### config.mk
export PLATFORM = sky130hd
export DESIGN_NAME = ones_generator
export DESIGN_NICKNAME = d
export VERILOG_FILES = /design/src/rtl/ones_pkg.sv /design/src/rtl/ones_generator_datapath.sv /design/src/rtl/ones_generator.sv
export SDC_FILE = /design/constraint.sdc
export NUM_CORES = 1
export LEC_CHECK = 0
export BUFFER_PORTS_ARGS = -buffer_cell sky130_fd_sc_hd__clkbuf_2
export CAP_MARGIN = 20
export CORE_UTILIZATION = 40
export CTS_CLUSTER_DIAMETER = 100
export DETAILED_ROUTE_END_ITERATION = 8
export PLACE_DENSITY = 0.64
export RECOVER_POWER = 25
export SLEW_MARGIN = 5
export SYNTH_ARGS = -nofsm -noshare
export SYNTH_HDL_FRONTEND = slang
export SYNTH_SLANG_ARGS = --single-unit
### constraint.sdc
create_clock -name clock -period 1.4 [get_ports clock]
set_input_delay 0.28 -clock clock [delete_from_list [all_inputs] [get_ports clock]]
set_output_delay 0.28 -clock clock [all_outputs]
set_load 0.005 [all_outputs]
### src/rtl/ones_pkg.sv
// Shared types and defaults for the ones generator (thermometer-code builder).
// Latency: n/a (declarations only).
// Backpressure: n/a.
package ones_pkg;

  localparam int DEFAULT_WIDTH = 8;

  typedef enum logic [1:0] {
    S_IDLE  = 2'd0,
    S_SHIFT = 2'd1,
    S_DONE  = 2'd2
  } gen_state_t;

endpackage

### src/rtl/ones_generator_datapath.sv
// Datapath for the ones generator: holds the word, remaining-ones count and saturation flag.
// Latency: one register update per clock; load on load_i, one shift per clock on shift_i.
// Backpressure: none; the controller sequences load_i/shift_i.
//
// Ports:
//   clock, reset_n  : clock and asynchronous active-low reset
//   load_i          : latch clamped count, clear word, update sat
//   shift_i         : shift a one in at the LSB while rem is non-zero
//   count_in_i      : requested number of ones
//   word_o, sat_o   : generated word and saturation flag
//   rem_le1_o       : remaining count is 0 or 1 (last shift happens this edge)
module ones_generator_datapath
  import ones_pkg::*;
#(
  parameter int WIDTH = DEFAULT_WIDTH,
  parameter int CW    = $clog2(WIDTH + 1)
) (
  input  logic             clock,
  input  logic             reset_n,
  input  logic             load_i,
  input  logic             shift_i,
  input  logic [CW-1:0]    count_in_i,
  output logic [WIDTH-1:0] word_o,
  output logic             sat_o,
  output logic             rem_le1_o
);

  logic [WIDTH-1:0] word_q, word_d;
  logic [CW-1:0]    rem_q, rem_d;
  logic             sat_q, sat_d;
  logic             over_w;
  logic [CW-1:0]    clamp_w;

  // WIDTH always fits in CW bits because CW covers WIDTH+1 values.
  assign over_w  = (count_in_i > CW'(WIDTH));
  assign clamp_w = over_w ? CW'(WIDTH) : count_in_i;

  always_comb begin
    word_d = word_q;
    rem_d  = rem_q;
    sat_d  = sat_q;
    if (load_i) begin
      word_d = '0;
      rem_d  = clamp_w;
      sat_d  = over_w;
    end else if (shift_i && (rem_q != '0)) begin
      // Only ones are shifted in; the cleared upper bits provide the zeros.
      word_d = {word_q[WIDTH-2:0], 1'b1};
      rem_d  = rem_q - CW'(1);
    end
  end

  always_ff @(posedge clock or negedge reset_n) begin
    if (!reset_n) begin
      word_q <= '0;
      rem_q  <= '0;
      sat_q  <= 1'b0;
    end else begin
      word_q <= word_d;
      rem_q  <= rem_d;
      sat_q  <= sat_d;
    end
  end

  assign word_o    = word_q;
  assign sat_o     = sat_q;
  assign rem_le1_o = (rem_q <= CW'(1));

endmodule

### src/rtl/ones_generator.sv
// Builds a WIDTH-bit thermometer word with min(count_in, WIDTH) ones at the LSB end.
// Latency: done rises max(N,1) edges after the edge that accepts start.
// Backpressure: start/done level handshake; start must drop in DONE before a new request.
//
// Ports:
//   clock, reset_n : clock and asynchronous active-low reset
//   start          : level request, sampled in IDLE
//   count_in       : requested number of ones, latched on the accepting edge
//   word_out       : generated word (valid while done)
//   done, busy     : Moore status, high in DONE / SHIFT respectively
//   sat            : latched request exceeded WIDTH
module ones_generator
  import ones_pkg::*;
#(
  parameter int WIDTH = DEFAULT_WIDTH,
  parameter int CW    = $clog2(WIDTH + 1)
) (
  input  logic             clock,
  input  logic             reset_n,
  input  logic             start,
  input  logic [CW-1:0]    count_in,
  output logic [WIDTH-1:0] word_out,
  output logic             done,
  output logic             busy,
  output logic             sat
);

  gen_state_t state_q, state_d;
  logic       load_w;
  logic       shift_w;
  logic       rem_le1_w;

  always_ff @(posedge clock or negedge reset_n) begin
    if (!reset_n) begin
      state_q <= S_IDLE;
    end else begin
      state_q <= state_d;
    end
  end

  always_comb begin
    state_d = state_q;
    load_w  = 1'b0;
    shift_w = 1'b0;
    done    = 1'b0;
    busy    = 1'b0;
    unique case (state_q)
      S_IDLE: begin
        if (start) begin
          load_w  = 1'b1;
          state_d = S_SHIFT;
        end
      end
      S_SHIFT: begin
        busy    = 1'b1;
        shift_w = 1'b1;
        // rem<=1 means this edge performs the last (or no) shift.
        if (rem_le1_w) begin
          state_d = S_DONE;
        end
      end
      S_DONE: begin
        done = 1'b1;
        if (!start) begin
          state_d = S_IDLE;
        end
      end
      default: begin
        state_d = S_IDLE;
      end
    endcase
  end

  ones_generator_datapath #(
    .WIDTH (WIDTH),
    .CW    (CW)
  ) u_datapath (
    .clock      (clock),
    .reset_n    (reset_n),
    .load_i     (load_w),
    .shift_i    (shift_w),
    .count_in_i (count_in),
    .word_o     (word_out),
    .sat_o      (sat),
    .rem_le1_o  (rem_le1_w)
  );

endmodule

==> out/results.ini, run 1 <==
[global_routing]
grt_pass1_vias = 618
grt_max_degree = 16
grtUsageTotal_pct = 20.41
overflow = 0
grt_pass1_wl_um = 2849
antenna_found_initial = 0

[layout]
nets = 123
stdcell_area_um2 = 1066
fin_cells = 137
area_growth_pct = 39.44
n_antenna_cell = 0
drive_above_1_share_pct = 42.86
post-route-util_pct = 60.43

[route]
ant_nets = 0
vias = 706
first_iter_violations = 12
wl_per_cell_um = 13.47
drc = 0
drt_pass1_iterations = 4
avgViaCountPerCell = 5.153
wl_um = 1846

[timing]
setup_ws_ns = -0.03902
relSlewSlack_pct = 45.83
timing.fmax_mhz = 694.9
setup_violations = 2
worstMarginPinSlew_ns = 0.8126
fin_hold_ws_ns = 0.2272
maxSlewViolCount = 0
fin_crit_ns = 1.439
timing.final.crit_share_pct = 102.8
hold_viol = 0
skew_ns = 0.004478
fin_tns_setup_ns = -0.07704
rsz0062_at_grt = true

[critical_path]
required_ns = 1.63
timing.rr.start = u_datapath.rem_q[0]
rrSetupSlack_ns = -0.04
crit_type = register to register
crit_arrival_ns = 1.67
r2r_end = u_datapath.rem_q[1]
cp-end-kind = register
cp_max_fo = 6
reg2reg_depth = 5
cp-start-kind = register

[placed_design]
place_ws_ns = -0.06440
numPortBuffers = 17
finalWeightedCongestion = 0.8610
place_area_um2 = 962.2
dpl.hpwl_um = 1311
post-place-cells = 128

[yosys]
yosys_warnings = 0
yosysMostFrequentCell = dfrtp_1
synth-main-ff-cell = dfrtp_1
synth_cell_types = 29
synth-seq-cells = 15
yosysTopAreaCell = dfrtp_1
netlist_instances = 77
avgSynthCellArea_um2 = 9.928
netlist.area_leader.share_pct = 49.10
synth.area.top_cells = dfrtp_1, nand3_1, ha_1
synthArstFlopShare_pct = 100.0
synth_commonest_cells = dfrtp_1, nand2_1, nand3_1, o21ai_0, inv_1
synth_area_um2 = 764.5
synth-edff-count = 0
synth_nets = 87
seq_area_frac_synth_pct = 49.10

[floorplanning]
ios = 18
coreArea_um2 = 1764
die_y_um = 45.72
die-area_um2 = 2090
num_rows = 15
start_util_pct = 43.33
dieWidth_um = 45.72

[cts]
cts_buffer_depth = 2
cts_tree = done
cts.sinks = 15
clk_pin_slew_ns = 0.09
htreeDepth = 1
root_buffer = clkbuf_4
clock_latency_ns = 0.29
numCtsBuffers = 3

[power]
leakagePower_nw = 0.5122
p_per_area_nw_per_um2 = 2471
vdd_drop_max_v = 0.001216
finalPower_mw = 2.634

[worst_hold_path]
min-delay-start = start
hold_end = state_q[1]
hp-class = input port to register
hold_path_depth = 2

[flow_run]
max_cap_violations = 0

[run_status]
status = complete, but fails checks
failed_checks = setup timing

[cell usage in the layout, fill, tap and decap left out, drive strengths merged, types with 2 or more instances in the layout]
cell / instances
a21o: 2
o311ai: 2
or3b: 3
nand3: 9
inv: 5
nand2: 10
clkbuf: 21
buf: 15
nand3b: 2
dfrtp: 15
o21ai: 8
a21oi: 2
ha: 3
nor2b: 2
[area by class of cell]
type | count | area [um2]
clock buffer | 4 | 26.28
fill | 170 | 698.2
inverter | 5 | 18.77
multi-input combinational | 55 | 402.9
sequential | 15 | 376.6
tap | 25 | 31.28
timing repair buffer | 33 | 210.2
[timing repair]
item                                   CTS  global route
setup buffers                            2             1
setup endpoints to repair                3             8
pin swaps                                2             0
endpoints found under the hold margin   15             0
gates resized for setup                  4             8
gates cloned                             1             0
hold buffers                             1             0
[worst max-delay path, cell delays in order, from the launching register on]
cell     delay, ns
dfrtp_1       0.41
inv_2         0.09
ha_4          0.14
or3b_4        0.42
a31o_4        0.24
o21ai_2       0.09
[worst max-delay path by stage]
| stage | start | end | cells past startpoint | slack [ns] |
|---|---|---|---|---|
| after floorplan | u_datapath.rem_q[0] | u_datapath.rem_q[0] | 6 | -0.09 |
| after global placement | u_datapath.rem_q[1] | u_datapath.rem_q[1] | 5 | -0.03 |
| after detailed placement | u_datapath.rem_q[1] | u_datapath.rem_q[1] | 5 | -0.06 |
| after CTS | u_datapath.rem_q[0] | u_datapath.rem_q[1] | 5 | -0.02 |
| after global routing | u_datapath.rem_q[0] | u_datapath.rem_q[1] | 5 | -0.09 |
| final | u_datapath.rem_q[0] | u_datapath.rem_q[1] | 5 | -0.04 |
[logic make-up (layout without fill, tap and decap cells)]
logic type / count (synthesis) / in the layout / synth area share [%]
compound gates: 19 / 19 / 16.69
fa+ha+maj: 3 / 3 / 4.911
buf+inv: 8 / 42 / 5.238
flops: 15 / 15 / 49.10
mux: 1 / 1 / 1.309
simple gates: 31 / 32 / 22.75
[sequential cells by signal, summed over array words and instances, names as in the netlist]
register,flops
u_datapath.rem_q,4
u_datapath.word_o,8
state_q,2
u_datapath.sat_o,1
[report_power, final]
part | total (mW) | switching, mW | internal [mW]
logic | 1.60 | 0.773 | 0.823
clock network | 0.255 | 0.145 | 0.111
registers | 0.783 | 0.150 | 0.633
[routing by layer]
| metal | track usage [%] | share of wire (%) |
|---|---|---|
| met5 | 0 | 0 |
| met4 | 14.12 | 2.7 |
| met3 | 4.762 | 4.1 |
| met2 | 32.57 | 47 |
| met1 | 24.02 | 47 |
Note: power is estimated with default switching activity, not from simulation.
==> inputs of run 2 (changes only) <==
--- a/config.mk
+++ b/config.mk
@@ -10,7 +10,7 @@
 export CORE_UTILIZATION = 40
 export CTS_CLUSTER_DIAMETER = 100
 export DETAILED_ROUTE_END_ITERATION = 8
-export PLACE_DENSITY = 0.64
+export PLACE_DENSITY_LB_ADDON = 0.25
 export RECOVER_POWER = 25
 export SLEW_MARGIN = 5
 export SYNTH_ARGS = -nofsm -noshare
==> run 2 against run 1 <==
The run still ends with setup timing left. Power fell by 4.7%. Critical path depth did not move. Via count fell by 0.85%. Sequential share of layout area rose by 0.25 points. Critical path type unchanged. Critical endpoint is now u_datapath.rem_q[0]. Largest cell class unchanged.
==> out/results.ini, run 2 (synthesized netlist as in run 1, its figures left out) <==
[run_status]
status = complete, but fails checks
failed_checks = setup timing

[route]
vias = 700  ; -0.85%
wl_per_cell_um = 12.14  ; -9.9%
drt_pass1_iterations = 4  ; unchanged
first_iter_violations = 15  ; +3
ant_nets = 0  ; unchanged
avgViaCountPerCell = 5.185  ; +0.62%
drc = 0  ; unchanged
wl_um = 1639  ; -11%

[critical_path]
cp-start-kind = register
r2r_end = u_datapath.rem_q[0]
required_ns = 1.57  ; -0.06 ns
path_buf_inv = 1  ; unchanged
cp_slowest_cell = or3b_4
cp_max_fo = 5  ; -1
rrSetupSlack_ns = -0.02  ; +0.02 ns
slowest_delay_ns = 0.42  ; about the same
timing.rr.start = u_datapath.rem_q[0]
cp-end-kind = register
path_cells = inv_2 -> ha_4 -> or3b_4 -> a32oi_1 -> o31ai_1
path_delay_family = simple AND/OR/NAND/NOR gates
crit_type = register to register
crit_arrival_ns = 1.59  ; -0.08 ns
reg2reg_depth = 5  ; unchanged

[layout]
area_growth_pct = 38.46
layout_common_cells = clkbuf_2, dfrtp_1, buf_4, nand2_1
fillers = 168  ; -1.2%
multi_input_area_um2 = 405.4  ; +0.62%
n_antenna_cell = 0  ; unchanged
post-route-util_pct = 60.00  ; -0.43 points
drive_above_1_share_pct = 45.45  ; +2.6 points
largest_reg_flops = 8  ; unchanged
fin_cells = 135  ; -1.5%
nets = 121  ; -1.6%
regArea_um2 = 376.6  ; unchanged
layout_commonest_cell = clkbuf_2

[floorplanning]
num_rows = 15  ; unchanged
dieWidth_um = 45.72  ; unchanged
start_util_pct = 43.33  ; unchanged
die_y_um = 45.72  ; unchanged
die-area_um2 = 2090  ; unchanged
ios = 18  ; unchanged
coreArea_um2 = 1764  ; unchanged

[power]
vdd_drop_max_v = 0.001139  ; -6.3%
leakagePower_nw = 0.5031  ; -1.8%
p_per_area_nw_per_um2 = 2372  ; -4.0%
finalPower_mw = 2.511  ; -4.7%

[placed_design]
finalWeightedCongestion = 0.7866  ; -8.6%
post-place-cells = 125  ; -2.3%
dpl.hpwl_um = 1140  ; -13%
numPortBuffers = 17  ; unchanged

[cts]
cts_buffer_depth = 2  ; unchanged
cts.sinks = 15  ; unchanged
cts_tree = done
htreeDepth = 1  ; unchanged
clk_pin_slew_ns = 0.08  ; about the same
numCtsBuffers = 3  ; unchanged
root_buffer = clkbuf_4
clock_latency_ns = 0.29  ; about the same

[worst_hold_path]
hold_end = state_q[1]
hold_path_depth = 2  ; unchanged
hp-class = input port to register
min-delay-start = start

[timing]
fin_crit_ns = 1.421  ; -0.01771 ns
worstMarginPinSlew_ns = 0.8074  ; -0.005179 ns
maxSlewViolCount = 0  ; unchanged
rsz0062_at_grt = true
hold_viol = 0  ; unchanged
timing.fmax_mhz = 703.6  ; +1.2%
timing.final.crit_share_pct = 101.5  ; -1.3 points
skew_ns = 0.006593  ; +0.002114 ns
relSlewSlack_pct = 46.17  ; +0.35 points
setup_violations = 2  ; unchanged
setup_ws_ns = -0.02132  ; +0.01771 ns

[global_routing]
grt_pass1_wl_um = 2532  ; -11%
grtUsageTotal_pct = 17.81  ; -2.6 points
antenna_found_initial = 0  ; unchanged
overflow = 0  ; unchanged
grt_max_degree = 16  ; unchanged
grt_pass1_vias = 577  ; -6.6%

[flow_run]
max_cap_violations = 0  ; unchanged

run 2: final cells by class:
type	count	area share, %
clock buffers	3	2.128
well taps	25	2.955
repair buffers	31	18.79
clock inverters	1	0.4728
inverters	5	1.773
multi-input cells	55	38.30
flip-flops and latches	15	35.58
run 2: metal layers:
metal	share of wire [%]	up-vias	GRT usage (%)
li1	-	348	-
met2	48	26	26.86
met4	2.1	0	10.59
met5	0	-	0
met3	4.6	5	4.762
met1	45	321	22.66
run 2: metrics by stage:
step                      area, um2  TNS (ns)  hold slack (ns)  setup WS (ns)
after global placement        939.7  -0.03500           0.2120       -0.03259
after detailed placement      939.7  -0.08452           0.2181       -0.05982
after CTS                      1018  -0.07548           0.2293       -0.01905
after global routing           1059   -0.2199           0.2333       -0.05649
after floorplan               777.0   -0.1216         -0.01559       -0.08515
final                          1059  -0.03465           0.2341       -0.02132
run 2: power by group:
part / total, mW / switching (mW) / internal [mW]
registers: 0.803 / 0.170 / 0.633
logic: 1.46 / 0.710 / 0.754
clock network: 0.244 / 0.138 / 0.106
run 2: how the worst max path moves through the flow:
stage	from	slack, ns	cells past startpoint	endpoint
after global routing	u_datapath.rem_q[0]	-0.06	5	u_datapath.rem_q[1]
after floorplan	u_datapath.rem_q[0]	-0.09	6	u_datapath.rem_q[0]
final	u_datapath.rem_q[0]	-0.02	5	u_datapath.rem_q[0]
after global placement	u_datapath.rem_q[1]	-0.03	5	u_datapath.rem_q[1]
after CTS	u_datapath.rem_q[1]	-0.02	6	u_datapath.word_o[3]
after detailed placement	u_datapath.rem_q[1]	-0.06	5	u_datapath.rem_q[1]
run 2: what timing repair did:
item,4_1_cts,5_1_grt
buffers inserted,3,1
pin swaps,1,1
endpoints found under the hold margin,15,0
hold buffers,1,0
setup endpoints to repair,3,13
resized for setup,4,13
gates cloned,1,0
==> inputs of run 3 (changes only) <==
--- a/config.mk
+++ b/config.mk
@@ -5,6 +5,7 @@
 export SDC_FILE = /design/constraint.sdc
 export NUM_CORES = 1
 export LEC_CHECK = 0
+export ABC_AREA = 1
 export BUFFER_PORTS_ARGS = -buffer_cell sky130_fd_sc_hd__clkbuf_2
 export CAP_MARGIN = 20
 export CORE_UTILIZATION = 40
==> run 3 against run 2 <==
The flow now finishes without violations. Area after synthesis up 7.7%. First-iteration DRC count down 87%. Non-clock buffer count down 9. Routed wire length up 2.6%. Clock skew down 0.0056 ns. Flip-flop and latch count unchanged. Core utilization down 8.5 points. Design area down 5.6%. Global-route usage up 0.093 points. Final cell count up 8.1%. Critical endpoint is now busy. Highest routed layer unchanged.
==> out/results.ini, run 3 <==
[critical_path]
cp-end-kind = output port
path_buf_inv = 3  ; +2
required_ns = 1.12  ; -0.45 ns
crit_top_cell = inv_2
path_delay_family = flip-flops
crit_type = register to output port
cp-start-kind = register
path_cells = inv_2 -> nand2_2 -> inv_2 -> clkbuf_2
rrSetupSlack_ns = 0.12  ; +0.14 ns
cp_slowest_cell = dfrtp_1
crit_arrival_ns = 1.05  ; -0.54 ns
timing.rr.start = u_datapath.rem_q[0]
cp_max_fo = 4  ; -1
slowest_delay_ns = 0.38  ; -0.04 ns
critPathLaunch = state_q[1]

[timing]
hold_viol = 0  ; unchanged
fin_tns_setup_ns = 0  ; +0.03465 ns
fin_crit_ns = 1.335  ; -0.08654 ns
maxSlewViolCount = 0  ; unchanged
skew_ns = 0.0009697  ; -0.005623 ns
timing.fmax_mhz = 749.2  ; +6.5%
setup_violations = 0  ; -2
relSlewSlack_pct = 44.41  ; -1.8 points
worstMarginPinSlew_ns = 0.8339  ; +0.02652 ns
rsz0062_at_grt = false
setup_ws_ns = 0.06522  ; +0.08654 ns
timing.final.crit_share_pct = 95.34  ; -6.2 points

[worst_hold_path]
hp-class = input port to register
min-delay-start = start

[yosys]
synth_area_um2 = 823.3  ; +7.7%
netlist.area_leader.share_pct = 45.59  ; -3.5 points
synth_cell_types = 17  ; -41%
netlist_instances = 95  ; +23%
synth-seq-cells = 15  ; unchanged
yosys_warnings = 0  ; unchanged
synth_commonest_cells = nand2_1, dfrtp_1, inv_1, nand3_1, nand3_2
synth_xor_xnor_area_share_pct = 0  ; unchanged
synthMuxAreaShare_pct = 0  ; -1.3 points
synthArstFlopShare_pct = 100.0  ; unchanged
yosys.area_share.simple_pct = 27.96  ; +5.2 points
yosysTopAreaCell = dfrtp_1
seq_area_frac_synth_pct = 45.59  ; -3.5 points
synth-edff-count = 0  ; unchanged
synth_compound_area_share_pct = 10.79  ; -5.9 points
yosysMostFrequentCell = nand2_1
synth-main-ff-cell = dfrtp_1
synth_top_family_by_area = simple AND/OR/NAND/NOR gates
synth.area.top_cells = dfrtp_1, nand2_1, nand3_2
avgSynthCellArea_um2 = 8.666  ; -13%
synthAdderAreaFrac_pct = 4.559  ; -0.35 points
synth_nets = 105  ; +21%

[global_routing]
grtUsageTotal_pct = 17.90  ; +0.093 points
grt_max_degree = 16  ; unchanged
overflow = 0  ; unchanged
grt_pass1_vias = 657  ; +14%
grt_pass1_wl_um = 2746  ; +8.5%
antenna_found_initial = 0  ; unchanged

[flow_run]
max_cap_violations = 0  ; unchanged

[placed_design]
numPortBuffers = 17  ; unchanged
finalWeightedCongestion = 0.7898  ; +0.41%
dpl.hpwl_um = 1241  ; +8.9%
place_ws_ns = 0.05325  ; +0.1131 ns

[power]
p_per_area_nw_per_um2 = 2241  ; -5.5%
vdd_drop_max_v = 0.001093  ; -4.0%
finalPower_mw = 2.240  ; -11%
leakagePower_nw = 0.5292  ; +5.2%

[cts]
htreeDepth = 1  ; unchanged
clk_pin_slew_ns = 0.09  ; about the same
cts_buffer_depth = 2  ; unchanged
cts_tree = done
numCtsBuffers = 3  ; unchanged
clock_latency_ns = 0.28  ; about the same
root_buffer = clkbuf_4
cts.sinks = 15  ; unchanged

[floorplanning]
start_util_pct = 42.40  ; -0.94 points
dieWidth_um = 47.37  ; +3.6%
coreArea_um2 = 1942  ; +10%
die_y_um = 47.37  ; +3.6%
ios = 18  ; unchanged
num_rows = 16  ; +1
die-area_um2 = 2243  ; +7.3%

[route]
vias = 683  ; -2.4%
ant_nets = 0  ; unchanged
first_iter_violations = 2  ; -13
avgViaCountPerCell = 4.678  ; -9.8%
wl_per_cell_um = 11.52  ; -5.1%
wl_um = 1682  ; +2.6%
drc = 0  ; unchanged
drt_pass1_iterations = 4  ; unchanged

[layout]
drive_above_1_share_pct = 36.13  ; -9.3 points
largest_reg_flops = 8  ; unchanged
layout_common_cells = nand2_1, clkbuf_2, dfrtp_1, inv_1
layout_commonest_cell = nand2_1
n_antenna_cell = 0  ; unchanged
fillers = 197  ; +17%
area_growth_pct = 21.43
nets = 130  ; +7.4%

[run_status]
status = complete, no violations

[run 3: changes by cell type in the layout (fill, tap and decap cells not counted), moves of 3 or more]
cell	previous run	this run
or3b_4	3	0
nor2_1	1	5
buf_4	11	3
inv_1	2	12
nand2_1	10	22
nand2_2	0	3
o21ai_2	0	5
[run 3: final cells by class]
type                            count  area, um2  share of cell area (%)
Timing Repair Buffer               22      136.4                   13.64
Inverter                           16      60.06                   6.008
Tap cell                           27      33.78                   3.379
Sequential cell                    15      375.4                   37.55
Clock buffer                        4      26.28                   2.628
Multi-Input combinational cell     62      367.9                   36.80
[run 3: cells by family (layout without fill, tap and decap cells)]
family | Yosys count | count (layout)
and+or+nand+nor | 45 | 45
AOI/OAI and AO/OA | 14 | 14
adders and majority gates | 3 | 3
DFF | 15 | 15
buffers and inverters | 18 | 42
[run 3: worst paths after layout]
| path | end | cells past startpoint |
|---|---|---|
| max in group asynchronous | u_datapath.word_o[7] | 2 |
| max reg2reg | u_datapath.word_o[5] | 7 |
| min | state_q[1] | 3 |
| min reg2reg | u_datapath.sat_o | 2 |
| min in group asynchronous | u_datapath.rem_q[3] | 2 |
| max | busy | 4 |
[run 3: per-layer routing]
layer | vias up | track usage [%] | part of all wire [%]
li1 | 347 | - | -
met1 | 316 | 23.26 | 45
met2 | 14 | 30.14 | 49
met3 | 6 | 2.308 | 3.9
met4 | 0 | 6.857 | 2.1
met5 | - | 0 | 0
[run 3: report_power, final]
group | internal (mW) | switching, mW
sequential | 0.622 | 0.152
clock | 0.111 | 0.138
combinational | 0.499 | 0.718
total | 1.23 | 1.01
[run 3: what timing repair did]
item,4_1_cts,5_1_grt
hold buffers,1,0
pin swaps,0,0
buffers inserted,0,2
endpoints found under the hold margin,15,0
resized for setup,1,2
setup endpoints to repair,1,4
cloned,0,0
[run 3: per-stage QoR]
stage	util, %	instances	area, um2	hold WS [ns]
after floorplan	-	95	823.3	-0.01559
after global placement	48.32	139	938.4	0.2207
after detailed placement	48.32	139	938.4	0.2247
after CTS	50.19	144	974.7	0.2488
after global routing	51.48	146	999.7	0.2924
final	51.48	146	999.7	0.2493
[run 3: worst reg2reg max path, cell delays in order, from the launching register on]
cell and delay [ns]:
dfrtp_1 0.41, inv_2 0.08, ha_1 0.21, nand2_2 0.11
nand2_8 0.10, buf_4 0.17, nand3_2 0.06, o21ai_2 0.05
